File: src/rtl/fwd_pkg.sv
`default_nettype none
// ============================================================================
// Module      : fwd_pkg
// Description : Shared constants for the EX-stage forwarding / hazard unit:
//               operand-select encodings and the hard-wired zero register.
// Revision    : 1.0 - initial release
// ============================================================================
package fwd_pkg;

  // Default register address width of the MIPS register file
  localparam int REG_AW = 5;

  // EX operand source selects
  localparam logic [1:0] FWD_RF  = 2'b00;  // value read from the register file
  localparam logic [1:0] FWD_WB  = 2'b01;  // result of the instruction in WB
  localparam logic [1:0] FWD_MEM = 2'b10;  // result of the instruction in MEM

  // $0 is hard-wired to zero and never produces a hazard
  localparam logic [4:0] REG_ZERO = 5'd0;

endpackage : fwd_pkg
`default_nettype wire

File: src/rtl/fwd_src_cmp.sv
`default_nettype none
// ============================================================================
// Module      : fwd_src_cmp
// Description : Forwarding select for one ID source register. Compares the
//               source against the EX and MEM destinations; the newer (EX)
//               producer wins. A $0 source never matches.
// Revision    : 1.0 - initial release
// ============================================================================
module fwd_src_cmp #(
  parameter int REG_AW = 5
) (
  input  logic [REG_AW-1:0] src,
  input  logic [REG_AW-1:0] ex_dest,
  input  logic              ex_we,
  input  logic [REG_AW-1:0] mem_dest,
  input  logic              mem_we,
  output logic [1:0]        sel
);
  import fwd_pkg::*;

  logic src_nz;
  logic ex_hit;
  logic mem_hit;

  assign src_nz  = (src != REG_AW'(REG_ZERO));
  assign ex_hit  = ex_we  && (ex_dest  == src) && src_nz;
  assign mem_hit = mem_we && (mem_dest == src) && src_nz;

  // Priority select: the EX producer is newer than the MEM producer
  always_comb begin
    sel = FWD_RF;
    if (ex_hit) begin
      sel = FWD_MEM;   // EX instruction will sit in MEM next cycle
    end else if (mem_hit) begin
      sel = FWD_WB;    // MEM instruction will sit in WB next cycle
    end
  end

endmodule : fwd_src_cmp
`default_nettype wire

File: src/rtl/fwd_hazard_unit.sv
`default_nettype none
// ============================================================================
// Module      : fwd_hazard_unit
// Description : Tracks the EX write destination through MEM and WB, produces
//               registered ALU-operand forwarding selects for the next EX
//               cycle and a combinational load-use stall.
//               Optional macro FWD_STALL_CNT_EN: saturating stall-cycle counter
//               on stall_cnt (tied to zero when undefined).
// Revision    : 1.0 - initial release
// ============================================================================
module fwd_hazard_unit #(
  parameter int REG_AW = 5,
  parameter int CNT_W  = 16
) (
  input  logic              clk,
  input  logic              reset,
  input  logic [REG_AW-1:0] ex_dest,
  input  logic              ex_regwrite,
  input  logic              ex_memread,
  input  logic              id_valid,
  input  logic [REG_AW-1:0] id_rs,
  input  logic [REG_AW-1:0] id_rt,
  input  logic              id_uses_rt,
  input  logic              flush,
  output logic              stall,
  output logic [1:0]        fwd_a,
  output logic [1:0]        fwd_b,
  output logic [CNT_W-1:0]  stall_cnt
);
  import fwd_pkg::*;

  // Stage tracking registers
  logic [REG_AW-1:0] mem_dest_q, mem_dest_d;
  logic              mem_we_q,   mem_we_d;
  logic              mem_ld_q,   mem_ld_d;
  logic [REG_AW-1:0] wb_dest_q,  wb_dest_d;
  logic              wb_we_q,    wb_we_d;

  // Registered forwarding selects
  logic [1:0] fwd_a_q, fwd_a_d;
  logic [1:0] fwd_b_q, fwd_b_d;

  logic [1:0] sel_a;
  logic [1:0] sel_b;
  logic       ex_dest_nz;
  logic       load_hit;
  logic       bubble;

  // WB stage and load flag are carried for pipeline observability only;
  // the register file writes before it reads, so a WB match needs no bypass.
  logic unused_tracking;
  assign unused_tracking = ^{mem_ld_q, wb_dest_q, wb_we_q};

  // Per-source priority compare against EX and MEM producers
  fwd_src_cmp #(.REG_AW(REG_AW)) u_cmp_a (
    .src      (id_rs),
    .ex_dest  (ex_dest),
    .ex_we    (ex_regwrite),
    .mem_dest (mem_dest_q),
    .mem_we   (mem_we_q),
    .sel      (sel_a)
  );

  fwd_src_cmp #(.REG_AW(REG_AW)) u_cmp_b (
    .src      (id_rt),
    .ex_dest  (ex_dest),
    .ex_we    (ex_regwrite),
    .mem_dest (mem_dest_q),
    .mem_we   (mem_we_q),
    .sel      (sel_b)
  );

  // Load-use: a load in EX feeds a source the ID instruction actually reads
  assign ex_dest_nz = (ex_dest != REG_AW'(REG_ZERO));
  assign load_hit   = ex_memread && ex_regwrite && ex_dest_nz &&
                      ((ex_dest == id_rs) || (id_uses_rt && (ex_dest == id_rt)));
  // Flush dominates: a killed instruction never stalls
  assign stall      = !reset && id_valid && !flush && load_hit;

  // Instruction entering EX next cycle is a bubble
  assign bubble     = stall || flush || !id_valid;

  // Next-state: stage tracking shifts every cycle, selects follow ID
  always_comb begin
    mem_dest_d = ex_dest;
    mem_we_d   = ex_regwrite;
    mem_ld_d   = ex_memread;
    wb_dest_d  = mem_dest_q;
    wb_we_d    = mem_we_q;
    fwd_a_d    = FWD_RF;
    fwd_b_d    = FWD_RF;
    if (!bubble) begin
      fwd_a_d = sel_a;
      fwd_b_d = id_uses_rt ? sel_b : FWD_RF;
    end
  end

  // Pipeline and select registers with synchronous reset
  always_ff @(posedge clk) begin
    if (reset) begin
      mem_dest_q <= '0;
      mem_we_q   <= 1'b0;
      mem_ld_q   <= 1'b0;
      wb_dest_q  <= '0;
      wb_we_q    <= 1'b0;
      fwd_a_q    <= FWD_RF;
      fwd_b_q    <= FWD_RF;
    end else begin
      mem_dest_q <= mem_dest_d;
      mem_we_q   <= mem_we_d;
      mem_ld_q   <= mem_ld_d;
      wb_dest_q  <= wb_dest_d;
      wb_we_q    <= wb_we_d;
      fwd_a_q    <= fwd_a_d;
      fwd_b_q    <= fwd_b_d;
    end
  end

  assign fwd_a = fwd_a_q;
  assign fwd_b = fwd_b_q;

`ifdef FWD_STALL_CNT_EN
  logic [CNT_W-1:0] stall_cnt_q, stall_cnt_d;

  // Saturating count of stall cycles
  always_comb begin
    stall_cnt_d = stall_cnt_q;
    if (stall && (stall_cnt_q != '1)) begin
      stall_cnt_d = stall_cnt_q + CNT_W'(1);
    end
  end

  // Counter register, cleared by reset
  always_ff @(posedge clk) begin
    if (reset) begin
      stall_cnt_q <= '0;
    end else begin
      stall_cnt_q <= stall_cnt_d;
    end
  end

  assign stall_cnt = stall_cnt_q;
`else
  assign stall_cnt = '0;
`endif

endmodule : fwd_hazard_unit
`default_nettype wire

File: config.mk
export PLATFORM = sky130hd
export DESIGN_NAME = fwd_hazard_unit
export DESIGN_NICKNAME = d
export VERILOG_FILES = /design/src/rtl/fwd_pkg.sv /design/src/rtl/fwd_src_cmp.sv /design/src/rtl/fwd_hazard_unit.sv
export SDC_FILE = /design/constraint.sdc
export NUM_CORES = 1
export LEC_CHECK = 0
export CAP_MARGIN = 15
export CELL_PAD_IN_SITES_DETAIL_PLACEMENT = 0
export CELL_PAD_IN_SITES_GLOBAL_PLACEMENT = 1
export CORE_UTILIZATION = 26
export CTS_BUF_LIST = sky130_fd_sc_hd__clkbuf_16
export DETAILED_ROUTE_END_ITERATION = 6
export GPL_TIMING_DRIVEN = 0
export MAX_ROUTING_LAYER = met4
export PLACE_DENSITY = 0.9
export SLEW_MARGIN = 20
export SYNTH_ARGS = -nofsm -noshare
export SYNTH_HDL_FRONTEND = slang
export SYNTH_SLANG_ARGS = --single-unit
export TNS_END_PERCENT = 30
File: constraint.sdc
create_clock -name clk -period 1.59 [get_ports clk]
set_clock_uncertainty 0.1 [all_clocks]
set_input_delay 0.2385 -clock clk [delete_from_list [all_inputs] [get_ports clk]]
set_output_delay 0.2385 -clock clk [all_outputs]
set_load 0.1 [all_outputs]
==> qor.txt, run 1 <==
Req. time, crit path = 1.25 ns
Number of global-route vias before repair = 686
Final core utilization = 44.9%
TritonCTS Buffers = 3
Sinks on Clock Net = 10
Setup TNS = -0.0399 ns
Share of the synthesized area in the top cell type = 26.9%
Min-Delay Path Class = input pin to flip-flop
Crit-path max FO = 4
Synth top area cells = dfxtp_1 27%, buf_4 16%, xnor2_1 12%, xor2_1 12%, and2b_1 3.0%
Layout fillers = 264
Largest family of logic cells by synthesized area = simple AND/OR/NAND/NOR gates
Synth cell types = 27
Port-buffer cells = 26
Worst hold slack = 0.138 ns
Antenna diodes = 0
Sequential share of the synthesized area = 26.9%
Leakage = 0.572 nW
Drt initial violations = 6
Total GRT Usage = 12.4%
Clock transition at the registers of the reported paths = 0.04 ns
DIE WIDTH = 55.5 um
Comb power frac = 33.2%
CTS tree = built
Total number of vias = 686
Gr ovfl total = 0
Full die area = 3080 sq um
Status = finished, violations left
Worst setup SP type = input pin
Pwr dens = 858 nW/um^2
Post-Syn Area = 744 sq um
Yosys reg bits = 10
Worst VDD drop = 481 uV
Hold Buf Count CTS = 0
Starting Density = 27.2%
Final worst-path cycle share = 103%
Synth Area per Inst = 8.86 sq um
Maxcap violations = 0
CTS H-Tree Depth = 1
Final ANT Viol Nets = 0
Slack of the critical path = -0.0399 ns
Setup WS pre-CTS = -1.41 ns
P_int = 0.694 mW
Die H = 55.5 um
Final Power = 1.05 mW
Failing checks = setup timing
Residual DRC = 0
Cell count after synthesis = 84
Detailed Route WL = 1.84 mm
Sequential share of power = 25.3%
RSZ-0062 raised after global routing = yes
Endpoints failing setup = 1
Largest net degree at the start of global routing = 8
Compound-Gate Fraction of Synth Area = 5.04%
DR WL/cell = 11.3 um
Area grow syn2layout = 65.0%
Synth Area in XOR/XNOR = 23.5%
Final hold vios = 0
Post-layout net count = 156
Crit path capture type = output pin
DRT Pass-1 Iters = 4
Setup CP Type = input pin to output pin
Core ar. = 2730 sq um
Mux cell area share after synthesis = 0%
Maximum clock path buffer count = 2
Share of post-route cells with drive strength above 1 = 39.4%
Synth area leader = dfxtp_1
Slew @ Worst Pin = 0.546 ns
Placer Congestion = 0.813
HPWL Detailed = 1.43 mm
Io pins = 43
First-pass GRT wire length = 2.84 mm
Row count = 19
Area of the multi-input gates = 515 sq um
Fin crit period = 1.63 ns
Fraction of the mapped netlist area in simple logic gates = 27.4%
Storage cell area = 200 sq um
Adder-cell share of the synthesized area = 0%
Initial antenna violation count = 0
Final Max Tran Viols = 0
Synthesis Warnings = 0
CTS root buf = clkbuf_16
Sw frac = 34.2%
Fmax = 614 MHz
CP arrival = 1.29 ns
Clk network pwr share = 41.5%
Clk Latency, worst-skew pair = 0.24 ns
Mean number of vias per cell = 4.21
NetSw = 0.361 mW
Slew headroom = 63.7%
==> cells by family (layout without fill, tap and decap cells) <==
family	after synthesis	in the layout
and+or+nand+nor	31	31
other	1	16
AOI/OAI and AO/OA	5	5
buffers and inverters	17	50
DFF	10	10
xor gates and xnor gates	20	20
==> sequential cells by signal, indices dropped and copies added, names as in the netlist <==
| name | count |
|---|---|
| mem_dest_q | 5 |
| fwd_a | 2 |
| fwd_b | 2 |
| mem_we_q | 1 |
==> synthesized netlist by cell type <==
cell type,n
xnor2_1,10
xor2_1,10
inv_1,1
or4_1,1
nor3_2,1
conb_1,1
nor3_1,4
dfxtp_1,10
buf_4,16
o21ai_0,1
nand3_2,2
and3b_1,1
and2b_1,3
nand3_1,2
o21ai_1,1
or4_4,1
nor2_1,2
o2111ai_2,1
nor2b_1,3
a21oi_1,1
a211oi_1,1
nand4_1,2
nand2_1,4
nor4bb_1,1
nor2_2,2
nor4_1,1
nor2_4,1
==> metrics by stage <==
step / cell area (sq um) / instances
finish: 1230 / 163
global route: 1230 / 163
CTS: 1210 / 163
detailed placement: 1110 / 156
global placement: 1110 / 156
floorplan: 812 / 99
==> cells in the final DEF, fill, tap and decap left out, types with 3 or more instances in the layout <==
cell type         n
and2b_1           3
nand2_1           4
clkbuf_16         3
dfxtp_1          10
buf_6             4
xnor2_1           9
clkdlybuf4s15_2   4
dlygate4sd2_1     6
xor2_1            9
nor3_1            3
conb_1           16
clkbuf_2          5
buf_4            21
==> worst paths after layout <==
kind / start / to / slack [ns] / depth (start not counted)
worst min register to register: mem_dest_q[2] / fwd_b[0] / 0.49 / 3
worst min-delay path: ex_dest[4] / mem_dest_q[4] / 0.14 / 2
worst max register to register: mem_dest_q[0] / fwd_b[0] / 0.24 / 4
worst max-delay path: ex_dest[3] / stall / -0.04 / 5
==> layer usage <==
| metal | vias to the layer above | track usage (%) | share of wire (%) |
|---|---|---|---|
| met5 | - | - | 0 |
| met4 | 0 | 7.50 | 2.4 |
| met3 | 5 | 2.58 | 5.4 |
| met2 | 27 | 23.2 | 53 |
| met1 | 306 | 11.4 | 39 |
| li1 | 348 | - | - |
==> worst max-delay path, stage by stage <==
cell and delay (ns):
dlygate4sd2_1 0.31, xnor2_2 0.18, nand4_1 0.19, a21oi_4 0.19
buf_12 0.19
==> what timing repair did <==
item | CTS | global route
endpoints found under the setup margin | 6 | 1
gates resized for setup | 64 | 19
setup buffers | 4 | 0
pin swaps | 8 | 7
==> power groups by stage <==
stage | combinational (mW) | clock (mW) | sequential (mW)
final | 0.350 | 0.438 | 0.267
after detailed placement | 0.345 | 0 | 0.271
after floorplan | 0.261 | 0 | 0.270
after global placement | 0.341 | 0 | 0.271
after CTS | 0.340 | 0.441 | 0.267
after global routing | 0.366 | 0.454 | 0.268
==> area by class of cell <==
cell class / count / share of cell area (%)
Tap cell: 31 / 3.16
Timing Repair Buffer: 30 / 22.4
Multi-Input combinational cell: 72 / 42.0
Sequential cell: 10 / 16.3
Clock buffer: 3 / 6.11
Inverter: 1 / 0.305
Buffer: 16 / 9.78
No activity file was read; power rests on OpenSTA's default activity.
==> run 2: changes to the inputs <==
Settings changed: TNS_END_PERCENT 30 to unset.
==> results of run 2 <==
Final layout, timing and power as in run 1 (identical DEF).
==> run 3: changes to the inputs <==
Settings changed: REMOVE_ABC_BUFFERS set to 1.
==> run 3 against run 2 <==
The flow still finishes with violations (setup timing). Fmax fell by 0.99%. Die area did not move. Count of clock-buffer cells in the layout did not move. Flip-flop and latch count did not move. Via count fell by 4.7%. Sequential power barely moved. Final cell count fell by 5.5%. Routed wire length fell by 6.2%. Non-clock buffer count fell by 10. Final area fell by 3.9%. Critical path type unchanged. Largest power group unchanged.
==> qor.txt, run 3 (synthesized netlist as in run 1, its figures left out) <==
Status = finished, violations left
Failing checks = setup timing
Post-layout net count = 146 (-6.4%)
Worst hold path depth = 2 (unchanged)
Antenna diodes = 0 (unchanged)
Area grow syn2layout = 58.7%
Sinks on Clock Net = 10 (unchanged)
Crit-path max FO = 2 (-2)
Slew headroom = 64.1% (+0.36 points)
CTS H-Tree Depth = 1 (unchanged)
Final Max Tran Viols = 0 (unchanged)
Commonest non-fill, non-tap cells in the layout = 16 x conb_1, 11 x buf_4, 10 x dfxtp_1
Total number of vias = 654 (-4.7%)
DRT Pass-1 Iters = 4 (unchanged)
Setup crit end = stall
GR Util met1 = 12.6% (+1.1 points)
Placer Congestion = 0.820 (+0.85%)
Final Power = 1.06 mW (+0.79%)
Crit path capture type = output pin
Gr ovfl total = 0 (unchanged)
Mean number of vias per cell = 4.25 (+0.91%)
FF-to-FF Start = mem_dest_q[3]
CTS root buf = clkbuf_16
Clock transition at the registers of the reported paths = 0.04 ns (about the same)
Residual DRC = 0 (unchanged)
Commonest non-fill, non-tap cell in the layout = conb_1
Port-buffer cells = 26 (unchanged)
Slew @ Worst Pin = 0.541 ns (-0.00543 ns)
Slack of the critical path = -0.0561 ns (-0.0162 ns)
Req. time, crit path = 1.25 ns (about the same)
Setup CP Type = input pin to output pin
Starting Density = 27.2% (unchanged)
DR WL/cell = 11.2 um (-0.72%)
FF-to-FF path depth = 4 (unchanged)
Pwr dens = 900 nW/um^2 (+4.8%)
Max reg flops = 5 (unchanged)
DIE WIDTH = 55.5 um (unchanged)
CP Launch Point = id_uses_rt
Row count = 19 (unchanged)
Initial antenna violation count = 0 (unchanged)
Full die area = 3080 sq um (unchanged)
Die H = 55.5 um (unchanged)
Final hold vios = 0 (unchanged)
Share of post-route cells with drive strength above 1 = 39.0% (-0.37 points)
Worst VDD drop = 494 uV (+2.7%)
Number of global-route vias before repair = 674 (-1.7%)
HPWL Detailed = 1.30 mm (-8.9%)
Most Used Layer, Global Route = met2
RSZ-0062 raised after global routing = yes
CTS tree = built
First-pass GRT wire length = 2.88 mm (+1.7%)
Fin crit period = 1.65 ns (+0.0162 ns)
M3 GR Usage = 3.04% (+0.47 points)
Detailed Route WL = 1.72 mm (-6.2%)
Maximum clock path buffer count = 2 (unchanged)
Total GRT Usage = 12.7% (+0.30 points)
Reg with most FFs = mem_dest_q
Min-Delay Path Class = input pin to flip-flop
Reg2Reg Setup Slack = 0.36 ns (+0.12 ns)
Worst setup SP type = input pin
Io pins = 43 (unchanged)
R2R Path End = fwd_b[0]
Endpoints failing setup = 1 (unchanged)
Maxcap violations = 0 (unchanged)
Largest net degree at the start of global routing = 8 (unchanged)
Core ar. = 2730 sq um (unchanged)
CP arrival = 1.31 ns (+0.02 ns)
Clk Latency, worst-skew pair = 0.24 ns (about the same)
Worst hold slack = 0.138 ns (+0.000136 ns)
Final ANT Viol Nets = 0 (unchanged)
Storage cell area = 200 sq um (unchanged)
Drt initial violations = 16 (+10)
Area of the multi-input gates = 539 sq um (+4.6%)
Fmax = 607 MHz (-0.99%)
Final worst-path cycle share = 104% (+1.0 points)
Grt met2 use = 21.7% (-1.5 points)
TritonCTS Buffers = 3 (unchanged)
Layout fillers = 258 (-2.3%)
Setup WS pre-CTS = -1.44 ns (-0.0243 ns)
Leakage = 0.515 nW (-10%)
==> run 3: worst min path at each step <==
| stage | from | end | slack, ns |
|---|---|---|---|
| final | ex_dest[4] | mem_dest_q[4] | 0.14 |
| after global routing | ex_dest[4] | mem_dest_q[4] | 0.15 |
| after CTS | ex_dest[4] | mem_dest_q[4] | 0.13 |
| after detailed placement | mem_dest_q[2] | fwd_b[0] | 0.49 |
| after global placement | mem_dest_q[2] | fwd_b[0] | 0.49 |
| after floorplan | reset | mem_dest_q[1] | 0.21 |
==> run 3: what timing repair did <==
action                                  4_1_cts  5_1_grt
resized for setup                            76       19
pin swaps                                     7        6
buffers inserted                              8        2
hold buffers                                  0        0
endpoints found under the setup margin        5        2
gates cloned                                  0        0
==> run 3: metal layers <==
metal,wire length (um),part of all wire [%],vias to the layer above
met2,867,50,35
met3,112,6.5,5
li1,-,-,329
met5,0,0,-
met4,50,2.9,0
met1,694,40,285
==> run 3: critical path, stage by stage <==
cell             delay [ns]
clkdlybuf4s50_1        0.49
nand4_1                0.15
a21oi_2                0.21
buf_8                  0.22
==> run 3: area by class of cell <==
cell class,instances,area share [%]
clock buffer,3,6.36
clock inverter,1,0.318
inverter,1,0.318
multi-input combinational,72,45.7
sequential,10,16.9
tap,31,3.28
timing repair buffer,36,27.1
==> run 3: stage by stage <==
stage                     util, %  area [sq um]  TNS, ns  std cells
after floorplan                 -           681   -0.951         83
after global placement       35.8           980    -2.67        140
after detailed placement     35.8           980    -2.78        140
after CTS                    40.1          1100  -0.0614        152
after global routing         43.2          1180   -0.169        154
final                        43.2          1180  -0.0561        154
==> run 3: power by group <==
group / leakage (nW) / internal [mW] / switching, mW
logic: 0.394 / 0.101 / 0.241
registers: 0.0822 / 0.260 / 0.00687
clock network: 0.0385 / 0.330 / 0.124
